`src/rtl/genius_controller_if.sv`:
```
// Handshake bundle between the Genius game controller and its datapath:
// status flags and the confirm button in, reset/enable/select strobes out.
interface genius_controller_if;
    logic       enter;
    logic       end_FPGA;
    logic       end_User;
    logic       end_time;
    logic       win;
    logic       match;
    logic       R1;
    logic       R2;
    logic       E1;
    logic       E2;
    logic       E3;
    logic       E4;
    logic       SEL;
    logic [2:0] state;

    modport master (
        input  enter, end_FPGA, end_User, end_time, win, match,
        output R1, R2, E1, E2, E3, E4, SEL, state
    );

    modport slave (
        output enter, end_FPGA, end_User, end_time, win, match,
        input  R1, R2, E1, E2, E3, E4, SEL, state
    );
endinterface

```
`src/rtl/genius_controller.sv`:
```
// Moore control FSM for the Genius (Simon) game. All strobes are registered
// and decoded from the next state so they line up with the state register.
module genius_controller #(
    parameter int unsigned CHECK_WAIT = 2
) (
    input  logic                CLOCK_50,
    input  logic                reset,
    genius_controller_if.master bus
);

    typedef enum logic [2:0] {
        INIT       = 3'd0,
        SETUP      = 3'd1,
        CLEAR      = 3'd2,
        SEQUENCE   = 3'd3,
        PLAY       = 3'd4,
        CHECK      = 3'd5,
        NEXT_ROUND = 3'd6,
        RESULT     = 3'd7
    } state_e;

    localparam logic [3:0] WAIT_LOAD = 4'(CHECK_WAIT - 1);

    state_e     state_q, state_d;
    logic       enter_q, enter_d;
    logic       enter_rise;
    logic [3:0] wait_q, wait_d;
    logic       r1_q, r1_d, r2_q, r2_d, sel_q, sel_d;
    logic       e1_q, e1_d, e2_q, e2_d, e3_q, e3_d, e4_q, e4_d;

    always_ff @(posedge CLOCK_50) begin
        if (reset) begin
            state_q <= INIT;
            // Held high so a button kept pressed through reset is not an edge.
            enter_q <= 1'b1;
            wait_q  <= '0;
            r1_q    <= 1'b1;
            r2_q    <= 1'b1;
            e1_q    <= 1'b0;
            e2_q    <= 1'b0;
            e3_q    <= 1'b0;
            e4_q    <= 1'b0;
            sel_q   <= 1'b0;
        end else begin
            state_q <= state_d;
            enter_q <= enter_d;
            wait_q  <= wait_d;
            r1_q    <= r1_d;
            r2_q    <= r2_d;
            e1_q    <= e1_d;
            e2_q    <= e2_d;
            e3_q    <= e3_d;
            e4_q    <= e4_d;
            sel_q   <= sel_d;
        end
    end

    always_comb begin
        enter_d    = bus.enter;
        enter_rise = bus.enter & ~enter_q;
        state_d    = state_q;
        wait_d     = wait_q;
        case (state_q)
            INIT:       state_d = SETUP;
            SETUP:      if (enter_rise) state_d = CLEAR;
            CLEAR:      state_d = SEQUENCE;
            SEQUENCE:   if (bus.end_FPGA) state_d = PLAY;
            PLAY: begin
                if (bus.end_User) begin
                    state_d = CHECK;
                    wait_d  = WAIT_LOAD;
                end else if (bus.end_time) begin
                    state_d = RESULT;
                end
            end
            CHECK: begin
                if (wait_q == 4'd0) begin
                    if (!bus.match || bus.win) state_d = RESULT;
                    else                       state_d = NEXT_ROUND;
                end else begin
                    wait_d = wait_q - 4'd1;
                end
            end
            NEXT_ROUND: state_d = CLEAR;
            RESULT:     if (enter_rise) state_d = INIT;
            default:    state_d = INIT;
        endcase
    end

    always_comb begin
        r1_d  = 1'b0;
        r2_d  = 1'b0;
        e1_d  = 1'b0;
        e2_d  = 1'b0;
        e3_d  = 1'b0;
        e4_d  = 1'b0;
        sel_d = 1'b0;
        case (state_d)
            INIT: begin
                r1_d = 1'b1;
                r2_d = 1'b1;
            end
            SETUP:      e1_d  = 1'b1;
            CLEAR:      r2_d  = 1'b1;
            SEQUENCE:   e3_d  = 1'b1;
            PLAY:       e2_d  = 1'b1;
            NEXT_ROUND: e4_d  = 1'b1;
            RESULT:     sel_d = 1'b1;
            default:    ;
        endcase
    end

    assign bus.R1    = r1_q;
    assign bus.R2    = r2_q;
    assign bus.E1    = e1_q;
    assign bus.E2    = e2_q;
    assign bus.E3    = e3_q;
    assign bus.E4    = e4_q;
    assign bus.SEL   = sel_q;
    assign bus.state = state_q;

endmodule

```
`src/flat_wrapper.sv`:
```
// flat-port wrapper written by rule: the top's interface ports become plain ports
module genius_controller_flat 
#(
    parameter int unsigned CHECK_WAIT = 2
)
  (CLOCK_50, reset, bus_enter, bus_end_FPGA, bus_end_User, bus_end_time, bus_win, bus_match, bus_R1, bus_R2, bus_E1, bus_E2, bus_E3, bus_E4, bus_SEL, bus_state);
  genius_controller_if bus_i ();
  input  logic CLOCK_50;
  input  logic reset;
  input wire logic [$bits(bus_i.enter)-1:0] bus_enter;
  input wire logic [$bits(bus_i.end_FPGA)-1:0] bus_end_FPGA;
  input wire logic [$bits(bus_i.end_User)-1:0] bus_end_User;
  input wire logic [$bits(bus_i.end_time)-1:0] bus_end_time;
  input wire logic [$bits(bus_i.win)-1:0] bus_win;
  input wire logic [$bits(bus_i.match)-1:0] bus_match;
  output wire logic [$bits(bus_i.R1)-1:0] bus_R1;
  output wire logic [$bits(bus_i.R2)-1:0] bus_R2;
  output wire logic [$bits(bus_i.E1)-1:0] bus_E1;
  output wire logic [$bits(bus_i.E2)-1:0] bus_E2;
  output wire logic [$bits(bus_i.E3)-1:0] bus_E3;
  output wire logic [$bits(bus_i.E4)-1:0] bus_E4;
  output wire logic [$bits(bus_i.SEL)-1:0] bus_SEL;
  output wire logic [$bits(bus_i.state)-1:0] bus_state;
  assign bus_i.enter = bus_enter;
  assign bus_i.end_FPGA = bus_end_FPGA;
  assign bus_i.end_User = bus_end_User;
  assign bus_i.end_time = bus_end_time;
  assign bus_i.win = bus_win;
  assign bus_i.match = bus_match;
  assign bus_R1 = bus_i.R1;
  assign bus_R2 = bus_i.R2;
  assign bus_E1 = bus_i.E1;
  assign bus_E2 = bus_i.E2;
  assign bus_E3 = bus_i.E3;
  assign bus_E4 = bus_i.E4;
  assign bus_SEL = bus_i.SEL;
  assign bus_state = bus_i.state;
  genius_controller #(.CHECK_WAIT(CHECK_WAIT)) u_core (.CLOCK_50(CLOCK_50), .reset(reset), .bus(bus_i));
endmodule
```
`config.mk`:
```
export PLATFORM = sky130hd
export DESIGN_NAME = genius_controller_flat
export DESIGN_NICKNAME = d
export VERILOG_FILES = /design/src/rtl/genius_controller_if.sv /design/src/rtl/genius_controller.sv /design/src/flat_wrapper.sv
export SDC_FILE = /design/constraint.sdc
export NUM_CORES = 1
export LEC_CHECK = 0
export CAP_MARGIN = 20
export CORE_MARGIN = 2
export CORE_UTILIZATION = 43
export DETAILED_ROUTE_END_ITERATION = 7
export PLACE_DENSITY = 0.7
export SETUP_SLACK_MARGIN = 0.02
export SLEW_MARGIN = 40
export SYNTH_ARGS = -nofsm -noshare
export SYNTH_HDL_FRONTEND = slang
export SYNTH_SLANG_ARGS = --single-unit
```
`constraint.sdc`:
```
create_clock -name CLOCK_50 -period 1.6 [get_ports CLOCK_50]
set_input_delay 0.16 -clock CLOCK_50 [delete_from_list [all_inputs] [get_ports CLOCK_50]]
set_output_delay 0.16 -clock CLOCK_50 [all_outputs]
set_load 0.03 [all_outputs]
```
==> results of run 1 <==
-- per-stage QoR --
stage	TNS, ns	setup WS [ns]
2_1_floorplan	0	0.0343
3_3_place_gp	-0.405	-0.120
3_5_place_dp	-0.499	-0.143
4_1_cts	0	0.0472
5_1_grt	-0.0470	-0.0358
6_report	0	0.0721
-- flip-flops by register name (all words and copies together), names as in the netlist --
signal            cells
u_core.bus.E2         1
u_core.bus.E1         1
u_core.bus.R1         1
u_core.bus.SEL        1
u_core.wait_q         4
u_core.bus.E3         1
u_core.bus.state      3
u_core.bus.E4         1
u_core.enter_q        1
u_core.bus.R2         1
-- worst max-delay path, delay by kind of cell (launching register included) --
kind	cells	cell delay [ns]
buf+inv	2	0.23
simple gates	1	0.41
flops	1	0.33
fa+ha+maj	1	0.13
compound gates	2	0.31
-- placed cells by master, fill, tap and decap left out, types with 2 or more instances in the layout --
master / n
sky130_fd_sc_hd__o21ai_0: 4
sky130_fd_sc_hd__nor3_1: 3
sky130_fd_sc_hd__dlygate4sd2_1: 3
sky130_fd_sc_hd__a211oi_1: 2
sky130_fd_sc_hd__inv_2: 2
sky130_fd_sc_hd__a221oi_1: 2
sky130_fd_sc_hd__buf_4: 16
sky130_fd_sc_hd__clkdlybuf4s50_1: 14
sky130_fd_sc_hd__nor2b_1: 4
sky130_fd_sc_hd__clkbuf_4: 3
sky130_fd_sc_hd__nand2_1: 3
sky130_fd_sc_hd__dfxtp_1: 11
sky130_fd_sc_hd__dfxtp_2: 4
sky130_fd_sc_hd__nor3b_2: 2
sky130_fd_sc_hd__nand3_1: 4
sky130_fd_sc_hd__inv_1: 2
sky130_fd_sc_hd__xor2_1: 2
sky130_fd_sc_hd__nor2_1: 5
-- power by group through the flow --
stage          clock [mW]  sequential (mW)  combinational (mW)
2_1_floorplan           0            0.423              0.0544
3_3_place_gp            0            0.407               0.132
3_5_place_dp            0            0.407               0.132
4_1_cts             0.230            0.398               0.131
5_1_grt             0.239            0.401               0.143
6_report            0.219            0.399               0.132
-- layout make-up --
cell class / count / area [um2]
Tap cell: 25 / 31.3
Sequential cell: 15 / 305
Clock buffer: 3 / 22.5
Timing Repair Buffer: 33 / 287
Multi-Input combinational cell: 57 / 453
Fill cell: 158 / 589
Clock inverter: 1 / 5.00
Inverter: 4 / 15.0
-- Yosys cell counts (2+ instances only) --
master	instances
sky130_fd_sc_hd__a211oi_1	2
sky130_fd_sc_hd__a21oi_1	2
sky130_fd_sc_hd__a221oi_1	2
sky130_fd_sc_hd__buf_6	2
sky130_fd_sc_hd__dfxtp_1	15
sky130_fd_sc_hd__ha_1	2
sky130_fd_sc_hd__inv_1	4
sky130_fd_sc_hd__nand2_1	3
sky130_fd_sc_hd__nand3_1	4
sky130_fd_sc_hd__nor2_1	6
sky130_fd_sc_hd__nor2b_1	4
sky130_fd_sc_hd__nor3_1	3
sky130_fd_sc_hd__nor3b_1	2
sky130_fd_sc_hd__o21ai_0	5
sky130_fd_sc_hd__or3b_1	2
sky130_fd_sc_hd__xor2_1	2
-- routing by layer --
metal  GRT usage, %  wire length (um)  vias up
met4           8.57                33        0
met1           21.0               792      330
met2           30.6               857       14
li1               -                 -      356
met3           2.35                49        5
met5              0                 0        -
-- final timing paths --
check | endpoint | start | depth (start not counted)
min reg2reg | u_core.wait_q[1]$_SDFFE_PP0P_ | u_core.wait_q[1]$_SDFFE_PP0P_ | 3
max | u_core.wait_q[0]$_SDFFE_PP0P_ | u_core.wait_q[1]$_SDFFE_PP0P_ | 6
min | u_core.enter_q$_SDFF_PP1_ | bus_enter | 2
max reg2reg | u_core.wait_q[0]$_SDFFE_PP0P_ | u_core.wait_q[1]$_SDFFE_PP0P_ | 6
-- kinds of logic (layout without fill, tap and decap cells) --
kind of cell,Yosys count,after routing,synth area share [%]
and+or+nand+nor,36,36,31.6
AOI/OAI and AO/OA,17,17,17.5
xor gates and xnor gates,2,2,2.25
adders and majority gates,2,2,3.21
DFF,15,15,38.5
buffers and inverters,9,41,6.90
-- what timing repair did --
action                                  in CTS  in global routing
resized for setup                            6                 11
endpoints found under the setup margin       7                  5
setup buffers                                0                  1
pin swaps                                    0                  5
==> flow_metrics.tcl, run 1 <==
set metrics [dict create \
    run_status "finished, final reports clean" \
    grt.total_usage_pct 17.6 \
    final_net_count 124 \
    fp.coreArea_um2 1710 \
    slew_headroom_pct 79.4 \
    route.detailed.drc 0 \
    htree_levels 1 \
    clock_latency_reported_for_the_late_side_of_the_worst_skew_pair_ns 0.29 \
    clkSlewWorstSetupHoldPaths_ns 0.09 \
    time_the_worst_path_needs_with_i_o_delays_and_setup_ns 1.53 \
    final_hold_viol_count 0 \
    path_max_fanout 5 \
    postPlaceCellArea_um2 1050 \
    final.setup_skew_ns 0.00759 \
    routed_wire_length_per_instance_um 12.6 \
    drt_iter0_markers 23 \
    mappedNetlistNets 91 \
    ys_flop_type "sky130_fd_sc_hd__dfxtp_1" \
    synth_largest_type_area_fraction_pct 38.5 \
    timing.final.crit_share_pct 95.5 \
    postCtsHoldBufs 0 \
    report.final.slew_viol_count 0 \
    hold_ws_ns 0.530 \
    synth.yosys.seq_area_share_pct 38.5 \
    row_count 15 \
    top_level_pins 18 \
    synth_cells 81 \
    synthesis.area_per_instance_um2 9.62 \
    clock_power_share_pct 29.2 \
    power.total_mw 0.749 \
    synth_enable_flop_cells 0 \
    drv_cap 0 \
    setup_repair_after_global_routing_missed_its_margin "yes" \
    post_drt_via_cell_ratio 5.11 \
    synth_seq_cells 15 \
    critPathCaptureType "flip-flop" \
    post_route_cells_drive_above_1_share_pct 36.3 \
    clk_root_buffer_cell "sky130_fd_sc_hd__clkbuf_4" \
    start_kind "flip-flop" \
    switching_share_pct 27.0 \
    die_height_um 46.6 \
    ys_async_sr_fraction_pct 0 \
    ys_warn_count 0 \
    area_delta_synth_final_pct 43.5 \
    detailed_place_hpwl_um 1230 \
    ant_nets 0 \
    first_global_vias 646 \
    setup_violations 0 \
    die_x_um 46.6 \
    final_util_pct 65.5 \
    yosysUniqueCellTypes 37 \
    diode_insertion_count_for_antenna_repair 0 \
    post_synth_instance_area_um2 779 \
    power_leakage_nw 0.459 \
    layout_cell_area_excl_fill_um2 1120 \
    tritoncts "done" \
    detailedRoute.firstPassIterationCount 4 \
    slowest_stage "sky130_fd_sc_hd__or3b_4" \
    peakVddDrop_mv 0.523 \
    port_buffers 17 \
    timing_worst_slew_pin_value_ns 0.309 \
    seq_power_share_pct 53.2 \
    critical_path.max_stage_delay_ns 0.41 \
    buffer_levels_on_the_longest_clock_path 2 \
    place_congestion 0.883 \
    timing.fmax_ghz 0.655 \
    min_path_type "in2reg" \
    yosysTopAreaCell "sky130_fd_sc_hd__dfxtp_1" \
    antenna_found_initial 0 \
    critPathKind "reg2reg" \
    detailroute.via_count 705 \
    p_int_mw 0.547 \
    design.die.area_um2 2170 \
    drt_wl_total_um 1730 \
    p_comb_share_pct 17.6 \
    grt_pass1_wl_um 2650 \
    regToRegSetupSlack_ns 0.07 \
    synth.area.top_cells "sky130_fd_sc_hd__dfxtp_1 39%, sky130_fd_sc_hd__ha_1 3.2%, sky130_fd_sc_hd__nor2b_1 3.2%" \
    pin_count_of_the_biggest_net_entering_global_routing 16 \
    netSwitchingPower_mw 0.202 \
    clock_sinks 15 \
    cts-buffers-inserted 3 \
    global_route.overflow_total 0 \
    power_density_nw_per_um2 670 \
    dp.cells 133 \
    worst_ep_arrival_time_ns 1.70 \
    initial_utilization_pct 45.6 \
    crit_required_ns 1.77 \
    critical_path.cell_chain "inv_2 > ha_4 > or3b_4 > buf_4 > o21ai_0 > a221oi_1" \
    fin_cells 138 \
]
Power figures use the tool's default switching activity.
==> inputs of run 2 (changes only) <==
Settings changed: CAP_MARGIN 20 to unset, CORE_ASPECT_RATIO set to 0.75.
==> run 2 against run 1 <==
Net effect:
- cell area increased by 0.89%
- sequential power about the same
- clock-buffer cell count up 1
- total power up 1.2%
==> flow_metrics.tcl, run 2 (same netlist as run 1, synthesis figures left out) <==
set metrics [dict create \
    top_level_pins 18 \
    critPathKind "reg2reg" \
    die_height_um 40.9 \
    peakVddDrop_mv 0.601 \
    area_delta_synth_final_pct 44.8 \
    clk_root_buffer_cell "sky130_fd_sc_hd__clkbuf_4" \
    final_hold_viol_count 0 \
    htree_levels 1 \
    drt_iter0_markers 13 \
    cpLargestDelayFamily "simple AND/OR/NAND/NOR gates" \
    routed_wire_length_per_instance_um 13.7 \
    critical_path.cell_chain "inv_2 > ha_4 > or3b_4 > nand2_4 > o2111a_4 > nor4b_4" \
    report.final.slew_viol_count 0 \
    max_reg_flops 4 \
    buffer_levels_on_the_longest_clock_path 2 \
    most-common-layout-cells "14 x sky130_fd_sc_hd__clkdlybuf4s50_1, 14 x sky130_fd_sc_hd__buf_4, 10 x sky130_fd_sc_hd__dfxtp_1, 6 x sky130_fd_sc_hd__nor2_1, 5 x sky130_fd_sc_hd__o21ai_0" \
    path_max_fanout 7 \
    drt_wl_total_um 1840 \
    grt.total_usage_pct 18.6 \
    detailedRoute.firstPassIterationCount 4 \
    setup_violations 0 \
    slowest_stage "sky130_fd_sc_hd__or3b_4" \
    post_drt_via_cell_ratio 5.46 \
    run_status "finished, final reports clean" \
    clkSlewWorstSetupHoldPaths_ns 0.09 \
    final_net_count 123 \
    timing_worst_slew_pin_value_ns 0.306 \
    crit_required_ns 1.81 \
    place_congestion 0.784 \
    diode_insertion_count_for_antenna_repair 0 \
    dp_worst_setup_slack_ns -0.183 \
    first_global_vias 609 \
    power_leakage_nw 0.461 \
    top_register "u_core.wait_q" \
    clock_sinks 15 \
    drv_cap 0 \
    row_count 13 \
    pin_count_of_the_biggest_net_entering_global_routing 14 \
    antenna_found_initial 0 \
    fillers 149 \
    global_route.overflow_total 0 \
    min_path_type "in2reg" \
    post_route_cells_drive_above_1_share_pct 34.8 \
    postLayoutSetupSlackWorst_ns 0.0720 \
    time_the_worst_path_needs_with_i_o_delays_and_setup_ns 1.53 \
    layout_cell_area_excl_fill_um2 1130 \
    tritoncts "done" \
    slew_headroom_pct 79.4 \
    cts-buffers-inserted 3 \
    postCtsHoldBufs 0 \
    route.detailed.drc 0 \
    detailed_place_hpwl_um 1320 \
    hold_path.startpoint "bus_enter" \
    postPlaceCellArea_um2 1040 \
    startpoint_of_the_most_critical_setup_path "u_core.wait_q[1]$_SDFFE_PP0P_" \
    detailroute.via_count 731 \
    critical_path.n_buffers_inverters 1 \
    worst_ep_arrival_time_ns 1.74 \
    worst_r2r_startpoint "u_core.wait_q[1]$_SDFFE_PP0P_" \
    port_buffers 17 \
    regToRegSetupSlack_ns 0.07 \
    grt_pass1_wl_um 2730 \
    fp.coreArea_um2 1720 \
    timing.final.crit_share_pct 95.5 \
    design.die.area_um2 2170 \
    timing.fmax_ghz 0.654 \
    power_density_nw_per_um2 672 \
    critPathCaptureType "flip-flop" \
    start_kind "flip-flop" \
    final.setup_skew_ns 0.00926 \
    setup_repair_after_global_routing_missed_its_margin "no" \
    die_x_um 53.2 \
    power.total_mw 0.758 \
    clock_latency_reported_for_the_late_side_of_the_worst_skew_pair_ns 0.29 \
    critical_path.max_stage_delay_ns 0.41 \
    ant_nets 0 \
    initial_utilization_pct 45.2 \
]
[run 2: path summary, 6_finish.rpt]
| path | depth (start not counted) | endpoint |
|---|---|---|
| worst max-delay path | 6 | u_core.bus.E4$_SDFF_PP0_ |
| worst min register to register | 3 | u_core.wait_q[1]$_SDFFE_PP0P_ |
| worst min-delay path | 2 | u_core.enter_q$_SDFF_PP1_ |
| worst max register to register | 6 | u_core.bus.E4$_SDFF_PP0_ |
[run 2: power breakdown]
| part | switching [mW] | internal, mW | total [mW] |
|---|---|---|---|
| Sequential | 0.0139 | 0.385 | 0.399 |
| Combinational | 0.0672 | 0.0729 | 0.140 |
| Clock | 0.122 | 0.0970 | 0.219 |
| Total | 0.203 | 0.555 | 0.758 |
[run 2: repair_timing]
item / in CTS / in global routing
resized for setup: 8 / 10
endpoints found under the setup margin: 8 / 7
pin swaps: 0 / 4
buffers inserted: 0 / 2
[run 2: metal layers]
layer | share of wire, % | track usage (%) | vias up | wire [um]
li1 | - | - | 352 | -
met1 | 47 | 24.8 | 363 | 864
met2 | 48 | 28.4 | 14 | 878
met3 | 4.0 | 5.47 | 2 | 74
met4 | 1.0 | 7.69 | 0 | 19
met5 | 0 | 0 | - | 0
[run 2: per-stage QoR]
stage               hold WS (ns)  TNS, ns  cells  utilization [%]
detailed placement         0.571   -0.733    128             60.1
floorplan                  0.231        0     81                -
finish                     0.539        0    134             65.5
global placement           0.578   -0.301    128             60.1
CTS                        0.525        0    132             62.0
global route               0.558        0    134             65.5
[run 2: final cells by class]
cell class	instances	area, um2	area share (%)
timing repair buffer	32	292	25.8
sequential	15	309	27.4
clock buffer	4	26.3	2.33
inverter	4	15.0	1.33
tap	22	27.5	2.44
multi-input combinational	57	459	40.7
